<file path="src/rtl/vx_fetch_rob_pkg.sv">
// Shared sizing and slot payload type for the ROB-based fetch front end.
// Decode and the icache tag width derive from the same constants.
package vx_fetch_rob_pkg;

    localparam int NUM_WARPS    = 4;
    localparam int NUM_THREADS  = 4;
    localparam int PC_BITS      = 30;
    localparam int UUID_WIDTH   = 1;
    localparam int WORD_BITS    = 32;
    localparam int ROB_DEPTH    = 4;
    localparam int MAX_PER_WARP = 2;

    localparam int NW_BITS   = (NUM_WARPS > 1) ? $clog2(NUM_WARPS) : 1;
    localparam int TAG_BITS  = $clog2(ROB_DEPTH);
    localparam int CNT_BITS  = $clog2(ROB_DEPTH + 1);
    localparam int WCNT_BITS = $clog2(MAX_PER_WARP + 1);

    typedef struct packed {
        logic [NW_BITS-1:0]     wid;
        logic [NUM_THREADS-1:0] tmask;
        logic [PC_BITS-1:0]     pc;
        logic [UUID_WIDTH-1:0]  uuid;
        logic [WORD_BITS-1:0]   word;
    } fetch_slot_t;

endpackage

</file>
<file path="src/rtl/vx_fetch_rob_slots.sv">
// Circular slot array with head/tail/count; fills out of order, drains in order.
// Squashed slots still wait for their response so a tag is never reused in flight.
module vx_fetch_rob_slots
    import vx_fetch_rob_pkg::*;
(
    input  logic                 clk,
    input  logic                 reset,
    input  logic                 issue,
    input  fetch_slot_t          issue_slot,
    input  logic                 rsp_valid,
    input  logic [TAG_BITS-1:0]  rsp_tag,
    input  logic [WORD_BITS-1:0] rsp_data,
    input  logic                 flush_valid,
    input  logic [NW_BITS-1:0]   flush_wid,
    input  logic                 deq_ready,
    output logic [TAG_BITS-1:0]  tail,
    output logic [CNT_BITS-1:0]  count,
    output logic                 head_valid,
    output fetch_slot_t          head_slot,
    output logic                 retire,
    output logic [NW_BITS-1:0]   retire_wid
);

    fetch_slot_t          slot [ROB_DEPTH];
    logic [ROB_DEPTH-1:0] valid;
    logic [ROB_DEPTH-1:0] done;
    logic [ROB_DEPTH-1:0] squash;
    logic [TAG_BITS-1:0]  head;
    logic                 head_done;

    assign head_done  = valid[head] && done[head];
    assign head_valid = head_done && !squash[head];
    assign head_slot  = slot[head];
    assign retire     = head_done && (squash[head] || deq_ready);
    assign retire_wid = slot[head].wid;

    always_ff @(posedge clk) begin
        if (reset) begin
            valid  <= '0;
            done   <= '0;
            squash <= '0;
            head   <= '0;
            tail   <= '0;
            count  <= '0;
        end else begin
            for (int i = 0; i < ROB_DEPTH; i++) begin
                if (flush_valid && valid[i] && slot[i].wid == flush_wid)
                    squash[i] <= 1'b1;
            end
            if (rsp_valid && valid[rsp_tag] && !done[rsp_tag]) begin
                done[rsp_tag]      <= 1'b1;
                slot[rsp_tag].word <= rsp_data;
            end
            if (retire) begin
                valid[head] <= 1'b0;
                head        <= head + 1'b1;
            end
            // tail slot is always idle here, so this overrides nothing live
            if (issue) begin
                valid[tail]  <= 1'b1;
                done[tail]   <= 1'b0;
                squash[tail] <= 1'b0;
                slot[tail]   <= issue_slot;
                tail         <= tail + 1'b1;
            end
            count <= count + CNT_BITS'(issue) - CNT_BITS'(retire);
        end
    end

    always_ff @(posedge clk) begin
        if (!reset && rsp_valid)
            assert (valid[rsp_tag] && !done[rsp_tag]);
    end

endmodule

</file>
<file path="src/rtl/vx_fetch_rob.sv">
// Multi-outstanding instruction fetch: scheduler handshake, per-warp caps,
// warp flush and in-order delivery to decode through the slot ROB.
module vx_fetch_rob
    import vx_fetch_rob_pkg::*;
(
    input  logic                   clk,
    input  logic                   reset,
    input  logic                   sched_valid,
    input  logic [NW_BITS-1:0]     sched_wid,
    input  logic [NUM_THREADS-1:0] sched_tmask,
    input  logic [PC_BITS-1:0]     sched_pc,
    input  logic [UUID_WIDTH-1:0]  sched_uuid,
    output logic                   sched_ready,
    output logic                   icache_req_valid,
    output logic [PC_BITS-1:0]     icache_req_addr,
    output logic [TAG_BITS-1:0]    icache_req_tag,
    input  logic                   icache_req_ready,
    input  logic                   icache_rsp_valid,
    input  logic [TAG_BITS-1:0]    icache_rsp_tag,
    input  logic [WORD_BITS-1:0]   icache_rsp_data,
    output logic                   icache_rsp_ready,
    input  logic                   flush_valid,
    input  logic [NW_BITS-1:0]     flush_wid,
    output logic                   fetch_valid,
    output logic [NW_BITS-1:0]     fetch_wid,
    output logic [NUM_THREADS-1:0] fetch_tmask,
    output logic [PC_BITS-1:0]     fetch_pc,
    output logic [UUID_WIDTH-1:0]  fetch_uuid,
    output logic [WORD_BITS-1:0]   fetch_word,
    input  logic                   fetch_ready,
    output logic [NUM_WARPS-1:0]   warp_pending
);

    logic [WCNT_BITS-1:0] warp_cnt [NUM_WARPS];
    logic [NUM_WARPS-1:0] wid_inc;
    logic [NUM_WARPS-1:0] wid_dec;
    logic                 can_issue;
    logic                 issue;
    logic                 retire;
    logic                 head_valid;
    logic [TAG_BITS-1:0]  tail;
    logic [CNT_BITS-1:0]  count;
    logic [NW_BITS-1:0]   retire_wid;
    fetch_slot_t          issue_slot;
    fetch_slot_t          head_slot;

    // registered state only: a same-cycle retire does not free a slot
    assign can_issue = !reset
                    && count < CNT_BITS'(ROB_DEPTH)
                    && warp_cnt[sched_wid] < WCNT_BITS'(MAX_PER_WARP);

    assign icache_req_valid = sched_valid && can_issue;
    assign sched_ready      = icache_req_ready && can_issue;
    assign issue            = sched_valid && sched_ready;
    assign icache_req_addr  = sched_pc;
    assign icache_req_tag   = tail;
    assign icache_rsp_ready = 1'b1;

    assign issue_slot = '{wid: sched_wid, tmask: sched_tmask, pc: sched_pc,
                          uuid: sched_uuid, word: '0};

    assign fetch_valid = head_valid && !reset;
    assign fetch_wid   = head_slot.wid;
    assign fetch_tmask = head_slot.tmask;
    assign fetch_pc    = head_slot.pc;
    assign fetch_uuid  = head_slot.uuid;
    assign fetch_word  = head_slot.word;

    vx_fetch_rob_slots u_slots (
        .clk        (clk),
        .reset      (reset),
        .issue      (issue),
        .issue_slot (issue_slot),
        .rsp_valid  (icache_rsp_valid),
        .rsp_tag    (icache_rsp_tag),
        .rsp_data   (icache_rsp_data),
        .flush_valid(flush_valid),
        .flush_wid  (flush_wid),
        .deq_ready  (fetch_ready),
        .tail       (tail),
        .count      (count),
        .head_valid (head_valid),
        .head_slot  (head_slot),
        .retire     (retire),
        .retire_wid (retire_wid)
    );

    always_comb begin
        wid_inc = '0;
        wid_dec = '0;
        if (issue)
            wid_inc[sched_wid] = 1'b1;
        if (retire)
            wid_dec[retire_wid] = 1'b1;
        for (int w = 0; w < NUM_WARPS; w++)
            warp_pending[w] = !reset && warp_cnt[w] != '0;
    end

    always_ff @(posedge clk) begin
        for (int w = 0; w < NUM_WARPS; w++) begin
            if (reset)
                warp_cnt[w] <= '0;
            else
                warp_cnt[w] <= warp_cnt[w] + WCNT_BITS'(wid_inc[w])
                                           - WCNT_BITS'(wid_dec[w]);
        end
    end

endmodule

</file>
<file path="config.mk">
export PLATFORM = sky130hd
export DESIGN_NAME = vx_fetch_rob
export DESIGN_NICKNAME = d
export VERILOG_FILES = /design/src/rtl/vx_fetch_rob_pkg.sv /design/src/rtl/vx_fetch_rob_slots.sv /design/src/rtl/vx_fetch_rob.sv
export SDC_FILE = /design/constraint.sdc
export NUM_CORES = 1
export LEC_CHECK = 0
export BUFFER_PORTS_ARGS = -buffer_cell sky130_fd_sc_hd__buf_2
export CORE_ASPECT_RATIO = 0.9
export CORE_MARGIN = 2
export CORE_UTILIZATION = 57
export CTS_CLUSTER_SIZE = 24
export DETAILED_ROUTE_END_ITERATION = 10
export PLACE_DENSITY_LB_ADDON = 0.2
export SLEW_MARGIN = 20
export SYNTH_ARGS = -nofsm -noshare
export SYNTH_HDL_FRONTEND = slang
export SYNTH_SLANG_ARGS = --single-unit
export TNS_END_PERCENT = 1
</file>
<file path="constraint.sdc">
create_clock -name clk -period 3.2 [get_ports clk]
set_clock_uncertainty 0.05 [all_clocks]
set_input_delay 0.32 -clock clk [delete_from_list [all_inputs] [get_ports clk]]
set_output_delay 0.32 -clock clk [all_outputs]
set_load 0.01 [all_outputs]
</file>
==> results list <==
- Ranked by total cell area, the synthesized netlist is headed by sky130_fd_sc_hd__edfxtp_1 36%, sky130_fd_sc_hd__dfxtp_1 25%, sky130_fd_sc_hd__mux4_2 13%.
* Post-layout worst setup margin: 0.4955 ns
- Worst hold path class: input port to flop
- Clock latency on the worst-skew pair, taken at its later pin, is 0.54 ns.
- Final Max Slew Viols: 0
- Clock-pin slew on the worst setup and hold paths: 0.06 ns
- STA puts the critical path data arrival time at 2.33 ns.
- Initial core utilization: 0.5781
- Final count of negative-setup-slack endpoints: 0
* Vertical die dimension: 144.1 um
- Maximum clock frequency: 0.3698 GHz
- A synthesized cell averages 12.27 um2.
* Maximum buffer depth of the clock tree: 3
* # clock sinks: 305
- Setup repair after global routing missed its margin: no
- The count of nets left with antenna violations once routing finished came out at 0.
- Post-synthesis net count: 1,112
- Total die area: 23,010 um2
* Fin Setup TNS: 0 ns
- Syn Inst Count: 1,013
- Highest net fanout along the worst path: 45
* Pre-CTS WS: 0.5939 ns
* Element type at the critical path end: output port
- The core region is 21,500 um2.
- Pre-Repair DR Iteration Count: 5
- Via-per-instance ratio: 5.554
- Max cap viols: 0
- Of the post-synthesis cell area, the dominant cell type holds 0.3575.
- The number of global-route vias before repair is 8,546.
- Across every metal layer, demand over resource in global routing totals 0.2515.
* Prevailing post-synth register cell: sky130_fd_sc_hd__dfxtp_1
* Cell leakage power: 5.626 nW
- Yosys warning count: 0
- Portion of the clock cycle consumed by the worst path in the final layout: 0.8452
- Headroom to the max-slew limit came out at 0.5223.
- Library cell occupying the most area in the post-synthesis netlist: sky130_fd_sc_hd__edfxtp_1
- Hold_buf cts: 67
* Final Hold Vio Count: 0
- Once the clock tree was built, the resizer swapped 0 gates to a different size.
- At the worst endpoint, the required time is 2.83 ns.
- The count of buffers added on input and output ports is 187.
- Number of primary I/O pins: 189
- At the end of routability-driven placement, the weighted congestion stood at 0.7924.
- Routed wire length per instance: 18.79 um
- Total overflow reported by the global router: 0
* Transition time at the pin with the least slew margin: 0.7166 ns
- Portion of the post-synthesis area used by sequential elements: 0.6104
- The first global-routing pass estimated 45.57 mm of wire.
* H-tree levels: 1
* Nets@finish: 1,328
* Result of the run: finished clean
* Count of buffers added by post-CTS timing repair for setup: 0
* Share of flip-flops with an asynchronous set or reset: 0
* Worst-case vdd ir drop: 0.4971 mV
* Overall power of the completed layout: 8.573 mW
- In the synthesized netlist, the cells that appear most often are 261 x sky130_fd_sc_hd__nand2_1, 157 x sky130_fd_sc_hd__dfxtp_1, 148 x sky130_fd_sc_hd__edfxtp_1.
* Count of distinct cell types in the synthesized netlist: 44
- Entering global routing, the biggest net connects 73 pins.
- Start-to-end type of the worst setup path: flop to output port
- Via count: 8,586
- Number of flops mapped to enable cells by yosys: 148
- Cell area after synthesis: 12,430 um2
- Fraction of layout cells with a size suffix above 1: 0.2719
* Flip-flop and latch count after synthesis: 305
- After detailed routing, the number of remaining DRC violations is 0.
- The tree is rooted in a sky130_fd_sc_hd__clkbuf_16.
* Category of the worst setup path launch point: flop
- Detailed Route Iter0 Violations: 541
* Clock buffers created by TritonCTS: 31
- The filler cells instantiated in the layout total 1,557.
- The initialized floorplan defines 51 standard-cell rows.
- Power spread over the standard cell area amounts to 564.7 nW/um2.
* Antenna violations before repair: 3
- The smallest clock period supported by the final layout is computed as 2.704 ns.
- Compared with the post-synthesis result, the final layout area differs by 22.12%.
* Most common cell in the synthesized netlist: sky130_fd_sc_hd__nand2_1
* Final wirelength: 29.06 mm
- Die Width: 159.7 um
* Post-DP HPWL: 16.77 mm
- TritonCTS clock tree: built
[final timing paths]
kind	start	endpoint	slack, ns	cells after the start
max	flop	fetch_pc[3]	0.50	3
min reg2reg	u_slots.slot[3][30]	u_slots.slot[3][30]	0.40	2
max reg2reg	u_slots.head[1]	u_slots.count[2]	0.57	11
min	icache_rsp_data[7]	u_slots.slot[0][7]	0.03	3
[layout make-up]
class / instances / area (um2) / share of cell area
Inverter: 21 / 78.83 / 0.005192
Multi-Input combinational cell: 592 / 4303 / 0.2834
Antenna cell: 1 / 2.502 / 0.0001648
Tap cell: 291 / 364.1 / 0.02398
Clock buffer: 51 / 910.9 / 0.06000
Clock inverter: 7 / 65.06 / 0.004286
Timing Repair Buffer: 278 / 1862 / 0.1226
Sequential cell: 305 / 7595 / 0.5003
[per-layer routing]
| metal | wire length [um] | track usage | share of wire | up-vias |
|---|---|---|---|---|
| met3 | 1951 | 0.04072 | 0.067 | 45 |
| met5 | 30 | 0 | 0.0010 | - |
| met4 | 521 | 0.06029 | 0.018 | 4 |
| met2 | 14470 | 0.4411 | 0.50 | 321 |
| met1 | 12090 | 0.3328 | 0.42 | 4215 |
| li1 | - | - | - | 4001 |
[cells by family (layout without fill, tap and decap cells)]
logic type | after synthesis | in the layout | share of synthesized area
AO/OA/AOI/OAI | 149 | 149 | 0.06512
adder cells (fa/ha/maj) | 19 | 19 | 0.01973
AND/OR/NAND/NOR | 330 | 330 | 0.1124
flip-flops | 305 | 305 | 0.6104
XOR/XNOR | 18 | 18 | 0.01268
multiplexers | 75 | 75 | 0.1323
other | 1 | 2 | 0.0003017
buffers and inverters | 116 | 357 | 0.04711
[sequential cells by signal (all words and copies together) (netlist names), named ones only]
name,count
u_slots.valid,4
u_slots.tail,2
u_slots.count,3
u_slots.done,4
u_slots.head,2
warp_cnt,8
u_slots.slot,276
u_slots.squash,4
[per-stage QoR]
step / instances / util / hold WS (ns) / cell area (um2)
after floorplan: 1013 / - / 0.3689 / 12430
after global placement: 1420 / 0.6293 / 0.3890 / 13530
after detailed placement: 1420 / 0.6293 / 0.3937 / 13530
after CTS: 1545 / 0.7058 / 0.0002847 / 15180
after global routing: 1545 / 0.7058 / 0.01027 / 15180
final: 1546 / 0.7059 / 0.02756 / 15180
[critical path, stage by stage (launching register included)]
cell and delay [ns]:
sky130_fd_sc_hd__dfxtp_4 0.62, sky130_fd_sc_hd__buf_12 0.38, sky130_fd_sc_hd__mux4_2 0.58, sky130_fd_sc_hd__buf_2 0.17
[report_power, final]
part | switching (mW) | total (mW) | internal (mW)
Clock | 1.41 | 3.42 | 2.01
Sequential | 0.125 | 4.47 | 4.34
Combinational | 0.325 | 0.680 | 0.355
[cells in the final DEF (no fill, tap or decap), types with 2 or more instances in the layout]
master / netlist / layout
sky130_fd_sc_hd__a21oi_1: 132 / 132
sky130_fd_sc_hd__ha_1: 18 / 18
sky130_fd_sc_hd__buf_12: 0 / 6
sky130_fd_sc_hd__a311o_1: 4 / 4
sky130_fd_sc_hd__xnor2_1: 13 / 13
sky130_fd_sc_hd__xor2_1: 5 / 5
sky130_fd_sc_hd__dfxtp_4: 0 / 2
sky130_fd_sc_hd__clkbuf_1: 39 / 14
sky130_fd_sc_hd__inv_1: 20 / 20
sky130_fd_sc_hd__clkinv_2: 0 / 3
sky130_fd_sc_hd__and3_1: 2 / 2
sky130_fd_sc_hd__nor2b_1: 9 / 9
sky130_fd_sc_hd__nor3b_1: 9 / 9
sky130_fd_sc_hd__mux2i_1: 3 / 3
sky130_fd_sc_hd__or3_1: 5 / 5
sky130_fd_sc_hd__mux4_2: 70 / 70
sky130_fd_sc_hd__clkbuf_16: 0 / 31
sky130_fd_sc_hd__a41oi_1: 5 / 5
sky130_fd_sc_hd__nor3b_4: 0 / 4
sky130_fd_sc_hd__buf_4: 31 / 18
sky130_fd_sc_hd__clkbuf_8: 0 / 6
sky130_fd_sc_hd__nor3_1: 15 / 11
sky130_fd_sc_hd__buf_2: 21 / 187
sky130_fd_sc_hd__dfxtp_1: 157 / 155
sky130_fd_sc_hd__nor3_2: 0 / 4
sky130_fd_sc_hd__dlygate4sd3_1: 0 / 67
sky130_fd_sc_hd__o21ai_0: 2 / 2
sky130_fd_sc_hd__nand2_1: 261 / 261
sky130_fd_sc_hd__edfxtp_1: 148 / 148
sky130_fd_sc_hd__nor2_1: 17 / 17
Power figures use the tool's default switching activity.
